--- config.mk ---
export PLATFORM = sky130hd
export DESIGN_NAME = cnt5_dec
export DESIGN_NICKNAME = d
export VERILOG_FILES = /design/src/rtl/cnt5_dec.sv
export SDC_FILE = /design/constraint.sdc
export NUM_CORES = 1
export LEC_CHECK = 0
export ABC_AREA = 1
export CAP_MARGIN = 25
export CORE_ASPECT_RATIO = 1.4
export CORE_MARGIN = 2
export CORE_UTILIZATION = 40
export DETAILED_ROUTE_END_ITERATION = 16
export PLACE_DENSITY_LB_ADDON = 0.12
export SETUP_SLACK_MARGIN = 0.3
export SLEW_MARGIN = 20
export SYNTH_ARGS = -nofsm -noshare
export SYNTH_HDL_FRONTEND = slang
export SYNTH_SLANG_ARGS = --single-unit
--- constraint.sdc ---
create_clock -name clk -period 4.8 [get_ports clk]
set_input_delay 0.48 -clock clk [delete_from_list [all_inputs] [get_ports clk]]
set_output_delay 0.48 -clock clk [all_outputs]
set_load 0.01 [all_outputs]
--- src/rtl/cnt5_dec.sv ---
// cnt5_dec: receive-side decoder for the mod-5 up/down count code
module cnt5_dec #(
  parameter int POS_W = 8,
  parameter int RELOCK_N = 2
) (
  input  logic             clk,
  input  logic             reset_n,
  input  logic [2:0]       cnt_in,
  input  logic             valid,
  input  logic             pos_clr,
  output logic             dir,
  output logic             dir_valid,
  output logic             ovf,
  output logic             unf,
  output logic             err,
  output logic             locked,
  output logic [POS_W-1:0] pos,
  output logic [7:0]       err_cnt
);
  localparam logic [1:0] IDLE = 2'd0, LOCK = 2'd1, ERR = 2'd2;
  logic [1:0] state;
  logic [2:0] prev, rel, nxt_up, nxt_dn;
  logic code_ok, up, dn, step_ok;
  logic [7:0] err_inc;
  // classify the sample against the last accepted code
  always_comb begin
    code_ok = cnt_in <= 3'd4;
    nxt_up = prev == 3'd4 ? 3'd0 : prev + 3'd1;
    nxt_dn = prev == 3'd0 ? 3'd4 : prev - 3'd1;
    up = code_ok && cnt_in == nxt_up;
    dn = code_ok && cnt_in == nxt_dn;
    step_ok = up || dn;
    err_inc = err_cnt == 8'hff ? err_cnt : err_cnt + 8'd1;
  end
  assign locked = state == LOCK;
  // tracking FSM; pulses default low and fire only on a valid sample
  always_ff @(posedge clk or negedge reset_n) begin
    if (!reset_n) begin
      state <= IDLE;
      prev <= '0;
      rel <= '0;
      pos <= '0;
      err_cnt <= '0;
      dir <= 1'b0;
      dir_valid <= 1'b0;
      ovf <= 1'b0;
      unf <= 1'b0;
      err <= 1'b0;
    end else begin
      dir_valid <= 1'b0;
      ovf <= 1'b0;
      unf <= 1'b0;
      err <= 1'b0;
      if (pos_clr) pos <= '0;
      if (valid) begin
        case (state)
          IDLE: begin
            if (code_ok) begin
              prev <= cnt_in;
              state <= LOCK;
            end else begin
              err <= 1'b1;
              err_cnt <= err_inc;
            end
          end
          LOCK: begin
            if (step_ok) begin
              dir <= up;
              dir_valid <= 1'b1;
              ovf <= up && prev == 3'd4;
              unf <= dn && prev == 3'd0;
              prev <= cnt_in;
              if (!pos_clr) pos <= pos + (up ? POS_W'(1) : '1);
            end else begin
              err <= 1'b1;
              err_cnt <= err_inc;
              rel <= '0;
              state <= ERR;
              if (code_ok) prev <= cnt_in;
            end
          end
          ERR: begin
            if (step_ok) begin
              prev <= cnt_in;
              rel <= rel + 3'd1;
              if (rel == 3'(RELOCK_N - 1)) state <= LOCK;
            end else begin
              err <= 1'b1;
              err_cnt <= err_inc;
              rel <= '0;
              if (code_ok) prev <= cnt_in;
            end
          end
          default: state <= IDLE;
        endcase
      end
    end
  end
endmodule

# ---- Yosys cells after proc, flatten, opt, wreduce, memory -nomap -nowiden
# Cells that the tools add are included.
# W data, S select, Z words.
dict set report word_totals {
  latchBits 0
  mem_count 0
  input_bits 7
  register_bits 29
  rom_bits 0
  out_inout_bits 22
  ram_bits 0
  elab_cells 80
}
dict set report op_classes {
  n_shift 0
  eq_ne 13
  n_mul 0
  bitwise 0
  n_reduce_logical 15
  order_cmp 1
  n_addsub 5
  div_mod_pow 0
  mux 36
}
# op n
set op_table {}
lappend op_table {{$mux W8} 9}
lappend op_table {{$mux W3} 6}
lappend op_table {{$pmux W8 S2} 1}
lappend op_table {{$mux W1} 12}
lappend op_table {{$ne A2 B2 Y1 const B} 6}
lappend op_table {{$pmux W3 S2} 2}
lappend op_table {{$add A8 B1 Y8 const B} 1}
lappend op_table {{$add A8 B8 Y8} 1}
lappend op_table {{$eq A8 B8 Y1 const B} 1}
lappend op_table {{$mux W2} 4}
lappend op_table {{$add A3 B1 Y3 const B} 2}
lappend op_table {{$eq A3 B3 Y1} 2}
lappend op_table {{$pmux W2 S3} 1}
lappend op_table {{$reduce_and A3 Y1} 2}
lappend op_table {{$reduce_and A5 Y1} 1}
lappend op_table {{$logic_and A1 B1 Y1} 4}
lappend op_table {{$reduce_and A4 Y1} 1}
lappend op_table {{$reduce_bool A2 Y1} 2}
lappend op_table {{$eq A3 B1 Y1 const B} 1}
lappend op_table {{$eq A3 B3 Y1 const B} 1}
lappend op_table {{$le A3 B3 Y1 const B} 1}
lappend op_table {{$logic_not A3 Y1} 1}
lappend op_table {{$sub A3 B1 Y3 const B} 1}
lappend op_table {{$eq A2 B1 Y1 const B} 1}
lappend op_table {{other kinds (6)} 6}

# ---- Depth between registers and ports, before layout
dict set report logic_depth {
  ltp_word 10
  depth_mapped 21
  depth_no_buf 21
}

# ---- Worst setup path before layout
# Ideal clock, no wire load.
dict set report synth_timing {
  kind {register to register}
  startpoint {register with a tool-made name}
  endpoint {register pos[7]}
  period_less_slack_ns 2.369
  stages_incl_launch_ff 21
  setup_ns 0.117
  slack_ns 2.431
  path_buffers 0
  t_arrival_ns 2.252
  required_ns 4.683
  cell_sequence {dfrtp_1 inv_1 ha_1 inv_1 nand3_1 nand2_1 nand2_1 nand2_1 inv_1 nand2_8 ha_1 a21oi_1 nand2_1 nand3_1 nand2_1 nand2_1 nand2_1 nand3_1 nand2_1 nand2_1 nand2_1}
}
# item line
set synth_lines {}
lappend synth_lines {{to (signal assigned)} 73} ;# if (!pos_clr) pos <= pos + (up ? POS_W'(1) : '1);
lappend synth_lines {{to (decl)} 17} ;# output logic [POS_W-1:0] pos,

==> impl_metrics.sql <==
INSERT INTO impl_metrics (metric_group, metric, value, unit) VALUES
('run_status', 'run_status', 'finished clean', ''),
('cells_and_area', 'nFillCells', '484', ''),
('pwr', 'power_report.internal_total', '625', 'uW'),
('yosys', 'ys_ff_latch', '29', ''),
('floorplan', 'die-width', '64.0', 'um'),
('detailed_routing', 'routed_wirelength', '4300', 'um'),
('yosys', 'synth_top_family_by_area', 'simple AND/OR/NAND/NOR gates', ''),
('clocking', 'post_cts_resize_count', '0', ''),
('pwr', 'switching_share', '43.0', '%'),
('global_routing', 'first_global_vias', '1751', ''),
('sta', 'final_setup_tns', '0', 'ns'),
('sta', 'number_of_setup_violations_in_the_final_report', '0', ''),
('yosys', 'synth_top_area_cell', 'sky130_fd_sc_hd__dfrtp_1', ''),
('floorplan', 'ioPinCount', '29', ''),
('pwr', 'power_leakage', '1.30', 'nW'),
('sta', 'min_period', '2.66', 'ns'),
('sta', 'grt_setup_unrepaired', 'false', ''),
('yosys', 'yosys.area_share.adder', '11.6', '%'),
('clocking', 'cts.path.max_buffers', '2', ''),
('global_routing', 'globalRouteOverflowTotal', '0', ''),
('setup_path', 'worst_setup_path_end_kind', 'flip-flop', ''),
('detailed_routing', 'first_iter_violations', '97', ''),
('setup_path', 'crit_path_start_kind', 'flip-flop', ''),
('setup_path', 'critPathArrivalTime', '2.83', 'ns'),
('detailed_routing', 'route.antenna.remaining_nets', '0', ''),
('pwr', 'clkPwrFrac', '17.9', '%'),
('sta', 'finClkSkew', '0.00415', 'ns'),
('pwr', 'seq_power_share', '31.1', '%'),
('yosys', 'yosysUniqueCellTypes', '29', ''),
('floorplan', 'design.die.area', '5630', 'sq um'),
('pwr', 'power.share.combinational', '51.0', '%'),
('setup_path', 'setup.worst_path.class', 'flip-flop to flip-flop', ''),
('cells_and_area', 'layout-area-overhead-vs-synth', '22.4', '%'),
('cells_and_area', 'layout.nets', '323', ''),
('yosys', 'syn_area_per_cell', '7.69', 'sq um'),
('yosys', 'synthesis.area', '2010', 'sq um'),
('detailed_routing', 'detail_route.drc_violations', '0', ''),
('clocking', 'cts_root_buf', 'sky130_fd_sc_hd__clkbuf_8', ''),
('cells_and_area', 'post_route_cells_drive_above_1_share', '8.70', '%'),
('yosys', 'synthTopCellsByCount', 'sky130_fd_sc_hd__nand2_1 (83), sky130_fd_sc_hd__inv_1 (33), sky130_fd_sc_hd__nand3_1 (33)', ''),
('pwr', 'pwr_density_cell', '444', 'nW/um^2'),
('detailed_routing', 'wl_per_cell', '11.8', 'um'),
('sta', 'finalMaxSlewViolations', '0', ''),
('setup_path', 'timing.critical_path.cells', 'inv_1, ha_1, inv_1, nand3_1, nand2_1, nand2_1, nand2_1, inv_1, nand2_8, ha_1, a21oi_1, nand2_1, nand3_1, nand2_1, nand2_1, nand2_1, nand3_1, nand2_1, nand2_1, nand2_1', ''),
('yosys', 'synth.most_common_cell', 'sky130_fd_sc_hd__nand2_1', ''),
('detailed_routing', 'vias', '1732', ''),
('setup_path', 'crit_path_top_delay_cell', 'sky130_fd_sc_hd__dfrtp_1', ''),
('global_routing', 'grt_antenna_before_repair', '0', ''),
('cells_and_area', 'n_antenna_cell', '0', ''),
('yosys', 'yosysSeqAreaShare', '36.0', '%'),
('yosys', 'synth.mux.area_fraction', '0', '%'),
('clocking', 'cts.repair_timing.setup_buffer_count', '0', ''),
('global_routing', 'grt_pass1_wl', '7600', 'um'),
('floorplan', 'start_util', '41.6', '%'),
('yosys', 'yosys-top-cells-area', 'sky130_fd_sc_hd__dfrtp_1 (36%), sky130_fd_sc_hd__nand2_1 (15%), sky130_fd_sc_hd__ha_1 (11%), sky130_fd_sc_hd__nand3_1 (8.2%), sky130_fd_sc_hd__inv_1 (6.1%)', ''),
('setup_path', 'slowest_delay', '0.40', 'ns'),
('sta', 'final_min_period_over_clock_period', '55.4', '%'),
('clocking', 'clk_latency', '0.28', 'ns'),
('pwr', 'p_sw', '470', 'uW'),
('floorplan', 'placeableCoreArea', '4840', 'sq um'),
('pwr', 'design_power_total', '1.10', 'mW'),
('setup_path', 'crit_top_cell', 'sky130_fd_sc_hd__nand2_1', ''),
('sta', 'max-slew-margin-rel', '64.0', '%'),
('placed_design', 'placement.io_buffers', '28', ''),
('placed_design', 'finalWeightedCongestion', '0.823', ''),
('setup_path', 'timing.critical_path.required', '4.97', 'ns'),
('global_routing', 'grt.total_usage', '17.5', '%'),
('yosys', 'number_of_instances_in_the_synthesized_netlist', '262', ''),
('flow_run', 'max-cap-violations', '0', ''),
('detailed_routing', 'detail_route.first_pass.iterations', '4', ''),
('placed_design', 'hpwlAfterDp', '3230', 'um');
==> kinds of logic after synthesis <==
kind of cell	after synthesis
AO/OA/AOI/OAI	23
XOR/XNOR	12
adder cells (fa/ha/maj)	18
buffers and inverters	36
flip-flops	29
AND/OR/NAND/NOR	144
==> layout make-up <==
class	instances	area share [%]
sequential	29	29.4
tap	64	3.25
clock buffer	6	2.94
timing repair buffer	29	11.7
inverter	36	5.48
clock inverter	2	0.406
multi-input combinational	197	46.8
==> stage by stage <==
step	instance area, sq um	hold WS [ns]	std cells	utilization (%)	setup slack [ns]
floorplan	2010	0.184	262	-	2.43
global placement	2380	0.461	355	49.2	2.03
detailed placement	2380	0.476	355	49.2	1.99
CTS	2460	0.492	363	50.9	2.15
global route	2460	0.523	363	50.9	1.88
finish	2460	0.486	363	50.9	2.14
==> placed cells by master (no fill, tap or decap), types with 5 or more instances in the layout <==
cell type	instances
sky130_fd_sc_hd__a21oi_1	6
sky130_fd_sc_hd__clkbuf_8	5
sky130_fd_sc_hd__clkdlybuf4s50_1	28
sky130_fd_sc_hd__dfrtp_1	29
sky130_fd_sc_hd__ha_1	17
sky130_fd_sc_hd__inv_1	33
sky130_fd_sc_hd__nand2_1	83
sky130_fd_sc_hd__nand3_1	33
sky130_fd_sc_hd__nor2_1	12
sky130_fd_sc_hd__o21ai_0	8
sky130_fd_sc_hd__xor2_1	8
==> path summary, 6_finish.rpt <==
path	to	depth (start not counted)	from	slack (ns)
max	pos[7]	20	flip-flop	2.14
min	dir	2	dir	0.49
max reg2reg	pos[7]	20	flip-flop	2.14
min reg2reg	dir	2	dir	0.49
max in group asynchronous	pos[1]	2	reset_n	3.93
min in group asynchronous	err_cnt[7]	2	reset_n	0.59
==> worst register-to-register path, cell delays in order, from the launching register on <==
cell	delay (ns)
sky130_fd_sc_hd__dfrtp_1	0.40
sky130_fd_sc_hd__inv_1	0.16
sky130_fd_sc_hd__ha_1	0.26
sky130_fd_sc_hd__inv_1	0.09
sky130_fd_sc_hd__nand3_1	0.09
sky130_fd_sc_hd__nand2_1	0.05
sky130_fd_sc_hd__nand2_1	0.05
sky130_fd_sc_hd__nand2_1	0.06
sky130_fd_sc_hd__inv_1	0.14
sky130_fd_sc_hd__nand2_8	0.11
sky130_fd_sc_hd__ha_1	0.36
sky130_fd_sc_hd__a21oi_1	0.17
sky130_fd_sc_hd__nand2_1	0.09
sky130_fd_sc_hd__nand3_1	0.08
sky130_fd_sc_hd__nand2_1	0.08
sky130_fd_sc_hd__nand2_1	0.07
sky130_fd_sc_hd__nand2_1	0.06
sky130_fd_sc_hd__nand3_1	0.08
sky130_fd_sc_hd__nand2_1	0.05
sky130_fd_sc_hd__nand2_1	0.05
sky130_fd_sc_hd__nand2_1	0.04
==> per-layer routing <==
metal  up-vias  track usage [%]  routed length [um]  share of wire, %
met2        26             33.2                2290                53
met3         8             3.98                 126               2.9
li1        906                -                   -                 -
met1       792             18.5                1780                42
met5         -                0                   0                 0
met4         0             7.11                  92               2.1
==> power groups by stage <==
stage / registers (mW) / logic [mW] / clock network (mW)
detailed placement: 0.346 / 0.564 / 0
global route: 0.349 / 0.641 / 0.219
floorplan: 0.353 / 0.385 / 0
global placement: 0.344 / 0.560 / 0
CTS: 0.342 / 0.567 / 0.205
finish: 0.341 / 0.559 / 0.196
Power figures use the tool's default switching activity.
